## config.mk

```make
export PLATFORM = sky130hd
export DESIGN_NAME = wb_ctrl
export DESIGN_NICKNAME = d
export VERILOG_FILES = /design/src/rtl/wb_pkg.sv /design/src/rtl/wb_timeout_cnt.sv /design/src/rtl/wb_ctrl.sv
export SDC_FILE = /design/constraint.sdc
export NUM_CORES = 1
export LEC_CHECK = 0
export ABC_AREA = 1
export BUFFER_PORTS_ARGS = -buffer_cell sky130_fd_sc_hd__buf_4
export CORE_UTILIZATION = 51
export CTS_CLUSTER_SIZE = 28
export DETAILED_ROUTE_END_ITERATION = 6
export GPL_ROUTABILITY_DRIVEN = 0
export PLACE_DENSITY = 0.81
export SLEW_MARGIN = 20
export SYNTH_ARGS = -nofsm -noshare
export SYNTH_HDL_FRONTEND = slang
export SYNTH_HIERARCHICAL = 1
export SYNTH_SLANG_ARGS = --single-unit
```

## constraint.sdc

```tcl
create_clock -name clk -period 2.1 [get_ports clk]
set_clock_uncertainty 0.1 [all_clocks]
set_input_delay 0.105 -clock clk [delete_from_list [all_inputs] [get_ports clk]]
set_output_delay 0.105 -clock clk [all_outputs]
set_load 0.02 [all_outputs]
```

## src/rtl/wb_pkg.sv

```systemverilog
// Shared encodings for the writeback controller: mux select values and FSM states.
package wb_pkg;

  typedef enum logic [1:0] {
    WB_ALU = 2'd0,
    WB_MEM = 2'd1,
    WB_PC4 = 2'd2,
    WB_CSR = 2'd3
  } wb_sel_e;

  typedef enum logic {
    IDLE = 1'b0,
    WAIT = 1'b1
  } wb_state_e;

  // Counter width that holds TIMEOUT-1 without wrapping (at least one bit).
  function automatic int cnt_width(input int timeout);
    return (timeout > 2) ? $clog2(timeout) : 1;
  endfunction

endpackage

```

## src/rtl/wb_timeout_cnt.sv

```systemverilog
// Load watchdog: counts cycles spent waiting for a memory response and flags the
// final permitted cycle so the controller can abort the load.
module wb_timeout_cnt
  import wb_pkg::*;
#(
  parameter int TIMEOUT = 64,
  parameter int CW      = cnt_width(TIMEOUT)
) (
  input  logic          clk,
  input  logic          reset_n,
  input  logic          clr_i,
  input  logic          en_i,
  output logic [CW-1:0] cnt_o,
  output logic          expire_o
);

  localparam logic [CW-1:0] LAST = CW'(TIMEOUT - 1);

  logic [CW-1:0] cnt_q, cnt_d;

  always_comb begin
    cnt_d = cnt_q;
    if (clr_i)     cnt_d = '0;
    else if (en_i) cnt_d = cnt_q + CW'(1);
  end

  always_ff @(posedge clk or negedge reset_n) begin
    if (!reset_n) cnt_q <= '0;
    else          cnt_q <= cnt_d;
  end

  assign cnt_o    = cnt_q;
  assign expire_o = en_i && (cnt_q == LAST);

endmodule

```

## src/rtl/wb_ctrl.sv

```systemverilog
// Writeback-port controller: owns the register-file write port, sequences one
// outstanding load, and stalls decode on load-use hazards.
//
// state | meaning
// IDLE  | no load outstanding; every presented instruction is accepted
// WAIT  | one load in flight; non-conflicting results may still retire
module wb_ctrl
  import wb_pkg::*;
#(
  parameter int TIMEOUT = 64,
  parameter int XLEN_RD = 5
) (
  input  logic               clk,
  input  logic               reset_n,
  input  logic               io_ex_valid,
  input  logic [1:0]         io_ex_wb_sel,
  input  logic               io_ex_wen,
  input  logic [XLEN_RD-1:0] io_ex_rd,
  output logic               io_ex_ready,
  input  logic               io_mem_resp_valid,
  input  logic [XLEN_RD-1:0] io_id_rs1,
  input  logic [XLEN_RD-1:0] io_id_rs2,
  output logic               io_id_stall,
  output logic [1:0]         io_wb_sel,
  output logic               io_rf_wen,
  output logic [XLEN_RD-1:0] io_rf_waddr,
  output logic               io_load_pending,
  output logic               io_mem_timeout
);

  localparam int CW = cnt_width(TIMEOUT);

  wb_state_e          state_q, state_d;
  logic [XLEN_RD-1:0] pend_rd_q, pend_rd_d;
  logic               pend_wen_q, pend_wen_d;

  logic          in_wait, ex_mem, ex_waw, ex_retire, load_accept;
  logic          cnt_clr, cnt_expire;
  logic [CW-1:0] cnt;

  assign in_wait     = (state_q == WAIT);
  assign ex_mem      = (io_ex_wb_sel == WB_MEM);
  assign ex_waw      = io_ex_wen && (io_ex_rd == pend_rd_q);
  assign load_accept = !in_wait && io_ex_valid && ex_mem;
  // In WAIT an instruction retires only if it cannot collide with the pending load.
  assign ex_retire   = io_ex_valid && !ex_mem &&
                       (!in_wait || (!io_mem_resp_valid && !ex_waw));

  // Counter runs only while the load keeps waiting; it is zero on every WAIT entry.
  assign cnt_clr = !in_wait || io_mem_resp_valid || cnt_expire;

  wb_timeout_cnt #(.TIMEOUT(TIMEOUT), .CW(CW)) u_timeout (
    .clk      (clk),
    .reset_n  (reset_n),
    .clr_i    (cnt_clr),
    .en_i     (in_wait),
    .cnt_o    (cnt),
    .expire_o (cnt_expire)
  );

  always_ff @(posedge clk or negedge reset_n) begin
    if (!reset_n) begin
      state_q    <= IDLE;
      pend_rd_q  <= '0;
      pend_wen_q <= 1'b0;
    end else begin
      state_q    <= state_d;
      pend_rd_q  <= pend_rd_d;
      pend_wen_q <= pend_wen_d;
    end
  end

  always_comb begin
    state_d    = state_q;
    pend_rd_d  = pend_rd_q;
    pend_wen_d = pend_wen_q;
    unique case (state_q)
      IDLE: begin
        if (load_accept) begin
          state_d    = WAIT;
          pend_rd_d  = io_ex_rd;
          pend_wen_d = io_ex_wen;
        end
      end
      WAIT: begin
        if (io_mem_resp_valid || cnt_expire) state_d = IDLE;
      end
      default: state_d = IDLE;
    endcase
  end

  always_comb begin
    io_ex_ready     = 1'b1;
    io_wb_sel       = WB_ALU;
    io_rf_wen       = 1'b0;
    io_rf_waddr     = '0;
    io_load_pending = in_wait;
    io_mem_timeout  = 1'b0;
    if (in_wait && io_mem_resp_valid) begin
      io_ex_ready = 1'b0;
      io_wb_sel   = WB_MEM;
      io_rf_wen   = pend_wen_q && (pend_rd_q != '0);
      io_rf_waddr = pend_rd_q;
    end else begin
      if (in_wait) begin
        io_ex_ready    = !(io_ex_valid && (ex_mem || ex_waw));
        io_mem_timeout = cnt_expire;
      end
      if (ex_retire) begin
        io_wb_sel   = io_ex_wb_sel;
        io_rf_wen   = io_ex_wen && (io_ex_rd != '0);
        io_rf_waddr = io_ex_rd;
      end
    end
  end

  assign io_id_stall = in_wait && (pend_rd_q != '0) &&
                       ((io_id_rs1 == pend_rd_q) || (io_id_rs2 == pend_rd_q));

endmodule

```

# Yosys cells after proc, flatten, opt, wreduce, memory -nomap -nowiden
# Index checks and enable logic that the tools add are counted.
dict set report totals {
  regBits 13
  in_bits 22
  word_cells 54
}
dict set report op_classes {
  add_sub_neg 1
  eq_ne 5
  n_mux 15
  n_bitwise 1
  reduce_logical 28
}
# cell count
set op_table {}
lappend op_table {{== test 5 bit} 3}
lappend op_table {{logical AND 1 bit} 13}
lappend op_table {{two-way mux 6 bit} 2}
lappend op_table {{two-way mux 5 bit} 2}
lappend op_table {{nonzero test 5 bit} 2}
lappend op_table {{two-way mux 1 bit} 8}
lappend op_table {{adder 6 x 1 -> 6 bit, second input constant} 1}
lappend op_table {{== test 6 bit, second input constant} 1}
lappend op_table {{logical OR 1 bit} 6}
lappend op_table {{zero test 1 bit} 5}
lappend op_table {{two-way mux 2 bit} 2}
lappend op_table {{== test 2 x 1 -> 1 bit, second input constant} 1}
lappend op_table {{one-hot mux 1 bit (2 select lines)} 1}
lappend op_table {{AND reduction 2 bit} 1}
lappend op_table {{nonzero test 2 bit} 1}
lappend op_table {{NOT 1 bit} 1}

# Depth between registers and ports, before layout
# Gate-level depths: netlist (run 1).
dict set report depth {
  word_depth 8
  ltp_mapped 11
}

# Modules after synthesis
# The synthesis (run 1) kept the hierarchy.
# mod n_inst cells_per_inst area_each_um2
set modules_own_cells {}
lappend modules_own_cells {wb_ctrl 1 127 770.7}
lappend modules_own_cells {wb_timeout_cnt 1 45 344.1}

# Least setup slack after synthesis (run 1)
# Ideal clock, no wire load.
dict set report synth_path {
  path_type {flip-flop to flip-flop}
  start {register state_q, in the netlist io_load_pending}
  end {register u_timeout.cnt_q[5], in the netlist u_timeout/cnt_o[5]}
  t_arrival_ns 1.562
  required_ns 1.929
  path_slack_ns 0.367
  stages_incl_launch_ff 11
  n_path_buf 0
  period_less_slack_ns 1.733
  cell_sequence {dfrtp_1 -> nand3_1 -> nor3_1 -> nor2_1 -> nand2_1 -> nor2_2 -> nor2_4 -> nand3_2 -> nand2_1 -> inv_1 -> nor2_1}
}
dict set report synth_via {
  word_cells_on_any_way 6
}
# item line_no
set synth_rtl {}
lappend synth_rtl {{start, declared} wb_ctrl.sv:33} ;# wb_state_e state_q, state_d;
lappend synth_rtl {{start signal, assigned} wb_ctrl.sv:67} ;# state_q <= state_d;
lappend synth_rtl {{logical AND 1 bit (*)} wb_timeout_cnt.sv:33} ;# assign expire_o = en_i && (cnt_q == LAST);
lappend synth_rtl {{via cnt_expire} wb_ctrl.sv:38} ;# logic cnt_clr, cnt_expire;
lappend synth_rtl {{logical OR 1 bit (*)} wb_ctrl.sv:50} ;# assign cnt_clr = !in_wait || io_mem_resp_valid || cnt_expire;
lappend synth_rtl {{via cnt_clr} wb_ctrl.sv:38}
lappend synth_rtl {{two-way mux 6 bit or nonzero test 2 bit (tied branches)} -}
lappend synth_rtl {{end signal, assigned} wb_timeout_cnt.sv:29} ;# else cnt_q <= cnt_d;
lappend synth_rtl {{end, declared} wb_timeout_cnt.sv:19} ;# logic [CW-1:0] cnt_q, cnt_d;
# The timed path passes the listed nets; every way through them passes the cells marked *.
# A chain may end at the register's enable or synchronous reset.

# Worst setup path in the final report (run 1)
dict set report layout_path {
  start {register u_timeout.cnt_q[0], in the netlist u_timeout/cnt_o[0]}
  end {register u_timeout.cnt_q[5], in the netlist u_timeout/cnt_o[5]}
}
dict set report layout_via {
  elab_chain_len 4
  word_cells_on_any_way 7
}
# item line_no
set layout_lines {}
lappend layout_lines {{== test 6 bit (*)} wb_timeout_cnt.sv:33}
lappend layout_lines {{logical AND 1 bit (*)} wb_timeout_cnt.sv:33}
lappend layout_lines {{via cnt_expire} wb_ctrl.sv:38}
lappend layout_lines {{logical OR 1 bit (*)} wb_ctrl.sv:50}
lappend layout_lines {{via cnt_clr} wb_ctrl.sv:38}
lappend layout_lines {{two-way mux 6 bit or nonzero test 2 bit (tied branches)} -}
# The timed path passes the listed nets; every way through them passes the cells marked *. The select of a mux whose other input is x is not followed.

==> metrics.txt, run 1 <==
status completed; slew margin rel. 0.713; Hold EP pend_wen_q$_DFFE_PN0P_; Tot GR Track Use 0.248; Avg Cell Area, Syn 6.48 µm²; initial antenna violation count 0; Synth warnings 6; Synth area leader dfrtp_1; Static Leak 0.000778 µW; Buf+Inv Stages, Crit Path 1; #FFs+latches synth 13; Fmax approximately 530 MHz; IO buf count 33; postcts setup bufs 0; placed inst area 1350 µm²; crit path cell chain ha_1 -> nand2_1 -> nor3_2 -> nor2_1 -> nand2_1 -> nor2_2 -> nor2_4 -> nand3_2 -> nand2_1 -> inv_1 -> nor2_1; P_sw 275 µW; post-synthesis sequential area ratio 0.292; worst hold start io_ex_wen; CTS max path bufs 2; Hold Path Class input port to flop; Synth Flop Type dfrtp_1; HPWL after detailed placement 2070 µm; IO Count 34; WL met2 1330 µm; Inst Count DP around 230; PD cells about 530 nW/µm²; M1 wire length 1170 µm; share of the synthesized area in the top cell type 0.292; crit-path max FO 5; DRC Markers 0; Design Power 743 µW; CP dominant cell by count nand2_1; Final setup viols 0; CTS HTree Levels 1; DRT antenna net count 0; Min Clock Period, post-route 1.89 ns; crit-path max cell delay 0.43 ns; drt first pass iters 4; most frequent cells in the layout nand2_1 (57), buf_4 (34), inv_1 (21); vias per inst 5.12; Post-synth EDFFs 0; WL per Instance roughly 12 µm; max_cap viols 0; RSZ-0062 raised after global routing false; Reg power frac 0.445; Crit Reg-Reg Startpoint u_timeout/cnt_o[0]$_DFFE_PN0P_; Final #Nets 229; sw frac 0.370; worst-margin pin slew 0.429 ns; CP Capture Type flop; clock group share of total power 0.197; synth top area cells dfrtp_1 (29%), nand2_1 (19%), nand3_1 (8.5%); Cell variety after synth 21; Die Wd 48.8 µm; fin cells 232; Die ar. 2380 µm²; # diodes 0; met3 WL 163 µm; Internal 468 µW; synthesized net count ~200; DR iter-0 viols 41; Root Buffer Master clkbuf_4; Die Y between 40 and 50 µm; Top delay family on crit path simple AND/OR/NAND/NOR gates; highest routed layer met4; Area Overhead vs Synth 25.1%; ys async rst share 1.00; total congestion overflow 0; setup TNS 0 ns; Reg-to-Reg End u_timeout/cnt_o[5]$_DFFE_PN0P_; clock transition at the registers of the reported paths roughly 0.07 ns; TritonCTS clock tree yes; worst path arrival time 2.00 ns; Reg2Reg Setup Slack 0.21 ns; CTS Sinks 13; hold depth 3; Num CTS Buffers 3; worst reg2reg path depth 11; core footprint ~2000 µm²; row count 16; Comb power frac 0.357; routed wire length 2700 µm; Worst path slowest cell dfrtp_1; Critical Path Source Type flop; worst-skew pair later-pin latency 0.27 ns; filler cell count about 170; Final Max Slew Viols 0; Post-Route Utilization 0.697; Max VDD drop 0.000441 V; first-pass GRT wire length 4610 µm; WS Path Type flop to flop; most common cell after layout, fill and taps aside nand2_1; mapped cell area 1110 µm²; vias in the first global route 1156; Worst EP required 2.21 ns; largest net degree at the start of global routing 14; final worst-path cycle share 0.899; vias 1188; Starting Density 0.557; final hold viol count 0; cell count after synthesis 172; Finished Cell Area between 1000 and 1500 µm²; layout cells sized above 1 0.234
[worst max path at each step]
stage	start	endpoint	slack (ns)	cells after the start
after floorplan	io_load_pending$_DFF_PN0_	u_timeout/cnt_o[5]$_DFFE_PN0P_	0.37	10
after global placement	u_timeout/cnt_o[0]$_DFFE_PN0P_	u_timeout/cnt_o[5]$_DFFE_PN0P_	0.41	11
after detailed placement	u_timeout/cnt_o[0]$_DFFE_PN0P_	u_timeout/cnt_o[5]$_DFFE_PN0P_	0.25	11
after CTS	pend_rd_q[2]$_DFFE_PN0P_	io_rf_waddr[3]	0.22	8
after global routing	u_timeout/cnt_o[0]$_DFFE_PN0P_	u_timeout/cnt_o[5]$_DFFE_PN0P_	0.05	11
final	u_timeout/cnt_o[0]$_DFFE_PN0P_	u_timeout/cnt_o[5]$_DFFE_PN0P_	0.21	11
[power by group through the flow]
stage	sequential, µW	clock [µW]	combinational (µW)
floorplan	294	0	232
global placement	333	0	257
detailed placement	335	0	263
CTS	330	154	267
global route	334	164	299
finish	331	147	265
[worst register-to-register path, delay by kind of cell, from the launching register on]
| family | cells | cell delay (ns) |
|---|---|---|
| adder cells (fa/ha/maj) | 1 | 0.24 |
| AND/OR/NAND/NOR | 9 | 1.02 |
| buffers and inverters | 1 | 0.04 |
| flip-flops | 1 | 0.43 |
[cell families after synthesis]
kind of cell | count (synthesis) | share of synthesized area
xor+xnor | 11 | 0.0864
flops | 13 | 0.292
buf+inv | 31 | 0.129
simple gates | 101 | 0.414
compound gates | 15 | 0.0673
fa+ha+maj | 1 | 0.0112
[cell usage after synthesis (2+ instances only)]
cell	instances
nor2_4	3
nand3_2	2
xnor2_1	3
nand3_1	19
nor3_1	2
nand4_1	2
buf_4	3
o21ai_0	9
buf_6	2
nand2_1	57
nor2_1	14
inv_1	21
inv_2	3
xor2_1	8
dfrtp_1	13
a21oi_1	6
[per-stage QoR]
step / setup WS, ns / hold WS (ns)
2_1_floorplan: 0.367 / -0.291
3_3_place_gp: 0.415 / -0.144
3_5_place_dp: 0.247 / -0.145
4_1_cts: 0.223 / 0.0407
5_1_grt: 0.0518 / 0.0554
6_report: 0.212 / 0.0456
[cell type report]
class,instances,area [µm²],share of cell area
flip-flops and latches,13,325,0.233
repair buffers,35,265,0.190
inverters,25,93.8,0.0673
well taps,27,33.8,0.0242
clock buffers,4,26.3,0.0188
multi-input cells,128,651,0.466
[per-layer routing]
metal	up-vias	global-route usage
met4	0	0.0980
met2	50	0.435
met1	534	0.293
li1	600	-
met3	4	0.0535
met5	-	0
[sequential cells by signal, indices dropped and copies added (netlist names)]
| name | count |
|---|---|
| io_load_pending | 1 |
| pend_rd_q | 5 |
| pend_wen_q | 1 |
| u_timeout/cnt_o | 6 |
[timing repair]
| action | 4_1_cts | 5_1_grt |
|---|---|---|
| setup endpoints to repair | 0 | 1 |
| hold buffers | 1 | 0 |
| gates resized for setup | 0 | 1 |
| endpoints found under the hold margin | 13 | 0 |
Power figures use the tool's default switching activity.
==> run 2: changes to the inputs <==
--- a/config.mk
+++ b/config.mk
@@ -5,13 +5,13 @@
 export SDC_FILE = /design/constraint.sdc
 export NUM_CORES = 1
 export LEC_CHECK = 0
-export ABC_AREA = 1
 export BUFFER_PORTS_ARGS = -buffer_cell sky130_fd_sc_hd__buf_4
-export CORE_UTILIZATION = 51
+export CORE_ASPECT_RATIO = 1.5
+export CORE_UTILIZATION = 49
 export CTS_CLUSTER_SIZE = 28
 export DETAILED_ROUTE_END_ITERATION = 6
 export GPL_ROUTABILITY_DRIVEN = 0
-export PLACE_DENSITY = 0.81
+export PLACE_DENSITY = 0.8
 export SLEW_MARGIN = 20
 export SYNTH_ARGS = -nofsm -noshare
 export SYNTH_HDL_FRONTEND = slang
==> metrics.txt, run 2 <==
Comb power frac 0.358; most common cell after layout, fill and taps aside buf_4; Final setup viols 0; Final #Nets 155; IO buf count 33; DRT antenna net count 0; CTS HTree Levels 1; CP Capture Type output pin; core footprint between 1500 and 2000 µm²; vias 836; CTS Sinks 13; DP Worst Slack 0.404 ns; Finished Cell Area around 1300 µm²; Num CTS Buffers 3; Synth Area in Simple Gates 0.220; synthesized net count 121; worst-margin pin slew 0.400 ns; synth cell count leaders dfrtp_1 (13), xor2_1 (10), xnor2_1 (9), nor2_1 (7); worst reg2reg path depth 5; crit-path max cell delay 0.46 ns; first-pass GRT wire length 3560 µm; Static Leak between 0.0005 and 0.0006 µW; initial antenna violation count 0; worst path arrival time 1.82 ns; Area Overhead vs Synth 31.4%; Compound-Gate Fraction of Synth Area 0.123; Worst EP required about 1.9 ns; ys async rst share 1.00; Cell variety after synth 38; Max VDD drop 0.000506 V; sw frac 0.339; HPWL after detailed placement 1670 µm; Reg power frac 0.441; synth top area cells dfrtp_1 (33%), xor2_1 (8.9%), xnor2_1 (8.0%); hold depth 2; # diodes 0; total congestion overflow 0; Die Y about 57 µm; Critical Path Source Type flop; post-synthesis sequential area ratio 0.330; PD cells 594 nW/µm²; Synth Flop Type dfrtp_1; routed wire length 2160 µm; crit-path max FO 6; IO Count 34; Synth Area in Adders 0.0127; Post-Route Utilization 0.698; post-route worst setup slack 0.0787 ns; max reg flops 6; clock group share of total power 0.201; CTS max path bufs 2; #FFs+latches synth 13; Worst path slowest cell dfrtp_2; Root Buffer Master clkbuf_4; layout cells sized above 1 0.397; drt first pass iters 4; Starting Density 0.531; WL per Instance ~14 µm; share of the synthesized area in the top cell type 0.330; cell count after synthesis 98; Die Wd between 30 and 40 µm; filler cell count 147; Min Clock Period, post-route 2.02 ns; Tot GR Track Use 0.226; row count 19; crit path cell chain xnor2_2 -> nand4_1 -> nor3_4 -> o31ai_4 -> a22o_1 -> buf_4; xor/xnor cell area share of the yosys netlist 0.169; placed inst area approximately 1200 µm²; Die ar. roughly 2200 µm²; Synth warnings 6; mapped cell area ~980 µm²; WHS 0.0165 ns; Final Max Slew Viols 0; DRC Markers 0; status completed; Internal 508 µW; Fmax approximately 490 MHz; largest family of logic cells by synthesized area simple AND/OR/NAND/NOR gates; Avg Cell Area, Syn 10.0 µm²; final worst-path cycle share 0.963; largest net degree at the start of global routing 18; most numerous cell in the Yosys netlist dfrtp_1; TritonCTS clock tree yes; vias per inst 5.50; worst-skew pair later-pin latency 0.28 ns; Hold Path Class input port to flop; DR iter-0 viols 14; Synth area leader dfrtp_1; P_sw roughly 260 µW; mux share of post-synthesis cell area 0.0788; clock transition at the registers of the reported paths approximately 0.070 ns; slew margin rel. 0.733; final hold viol count 0; Post-synth EDFFs 0; vias in the first global route 855; WS Path Type flop to output pin; most frequent cells in the layout buf_4 (31), xor2_1 (10), dfrtp_1 (10); max_cap viols 0
-- run 2: changes by cell type after synthesis, moves of 3 or more --
cell,before,now
inv_1,21,1
nand2_1,57,6
a21oi_1,6,2
nand3_1,19,3
mux2_2,0,6
nor2_1,14,7
xnor2_1,3,9
o21ai_0,9,1
nor2_4,3,0
inv_2,3,0
a22o_1,0,5
-- run 2: final cells by class --
type	instances	area [µm²]	area share
multi-input cells	76	612	0.473
inverters	1	3.75	0.00290
clock buffers	3	22.5	0.0174
well taps	21	26.3	0.0203
repair buffers	37	295	0.228
flip-flops and latches	13	329	0.254
clock inverters	1	5.00	0.00387
-- run 2: power groups by stage --
stage / Sequential [µW] / Clock, µW / Combinational [µW]
finish: 339 / 155 / 275
global route: 345 / 170 / 298
CTS: 335 / 160 / 265
detailed placement: 340 / 0 / 256
global placement: 338 / 0 / 251
floorplan: 294 / 0 / 243
-- run 2: worst paths after layout --
kind                                                start                             end  slack (ns)
setup reg to reg           u_timeout/cnt_o[0]$_DFFE_PN0P_  u_timeout/cnt_o[5]$_DFFE_PN0P_        0.42
hold / removal                                io_ex_rd[3]        pend_rd_q[3]$_DFFE_PN0P_        0.02
setup / recovery                 pend_rd_q[0]$_DFFE_PN0P_                  io_rf_waddr[4]        0.08
min in group asynchronous                         reset_n  u_timeout/cnt_o[1]$_DFFE_PN0P_        0.09
max in group asynchronous                         reset_n        pend_rd_q[0]$_DFFE_PN0P_        1.62
hold reg to reg                    pend_wen_q$_DFFE_PN0P_          pend_wen_q$_DFFE_PN0P_        0.41
-- run 2: kinds of logic after synthesis --
group / after synthesis
xor+xnor: 19
flops: 13
simple gates: 35
fa+ha+maj: 1
mux: 7
compound gates: 14
buf+inv: 9
-- run 2: per-stage QoR --
step	setup TNS (ns)	power, µW	std cells
final	0	769	152
after floorplan	0	537	98
after global placement	0	589	144
after detailed placement	0	596	144
after CTS	0	760	154
after global routing	-0.0413	813	152
-- run 2: timing repair --
action	in CTS	in global routing
gates resized for setup	0	7
hold buffers	6	0
hold endpoints to repair	18	0
setup buffers	0	1
setup endpoints to repair	0	2
-- run 2: critical path, delay by kind of cell (launching register included) --
kind                   cells  cell delay, ns
AO/OA/AOI/OAI              2            0.30
XOR/XNOR                   1            0.18
buffers and inverters      1            0.15
flip-flops                 1            0.46
AND/OR/NAND/NOR            2            0.44
-- run 2: layer usage --
layer	routed length, µm	vias to the layer above	share of wire	global-route usage
li1	-	413	-	-
met1	794	386	0.37	0.222
met2	1210	32	0.56	0.436
met3	105	5	0.049	0.0158
met4	48	0	0.022	0.103
met5	0	-	0	0
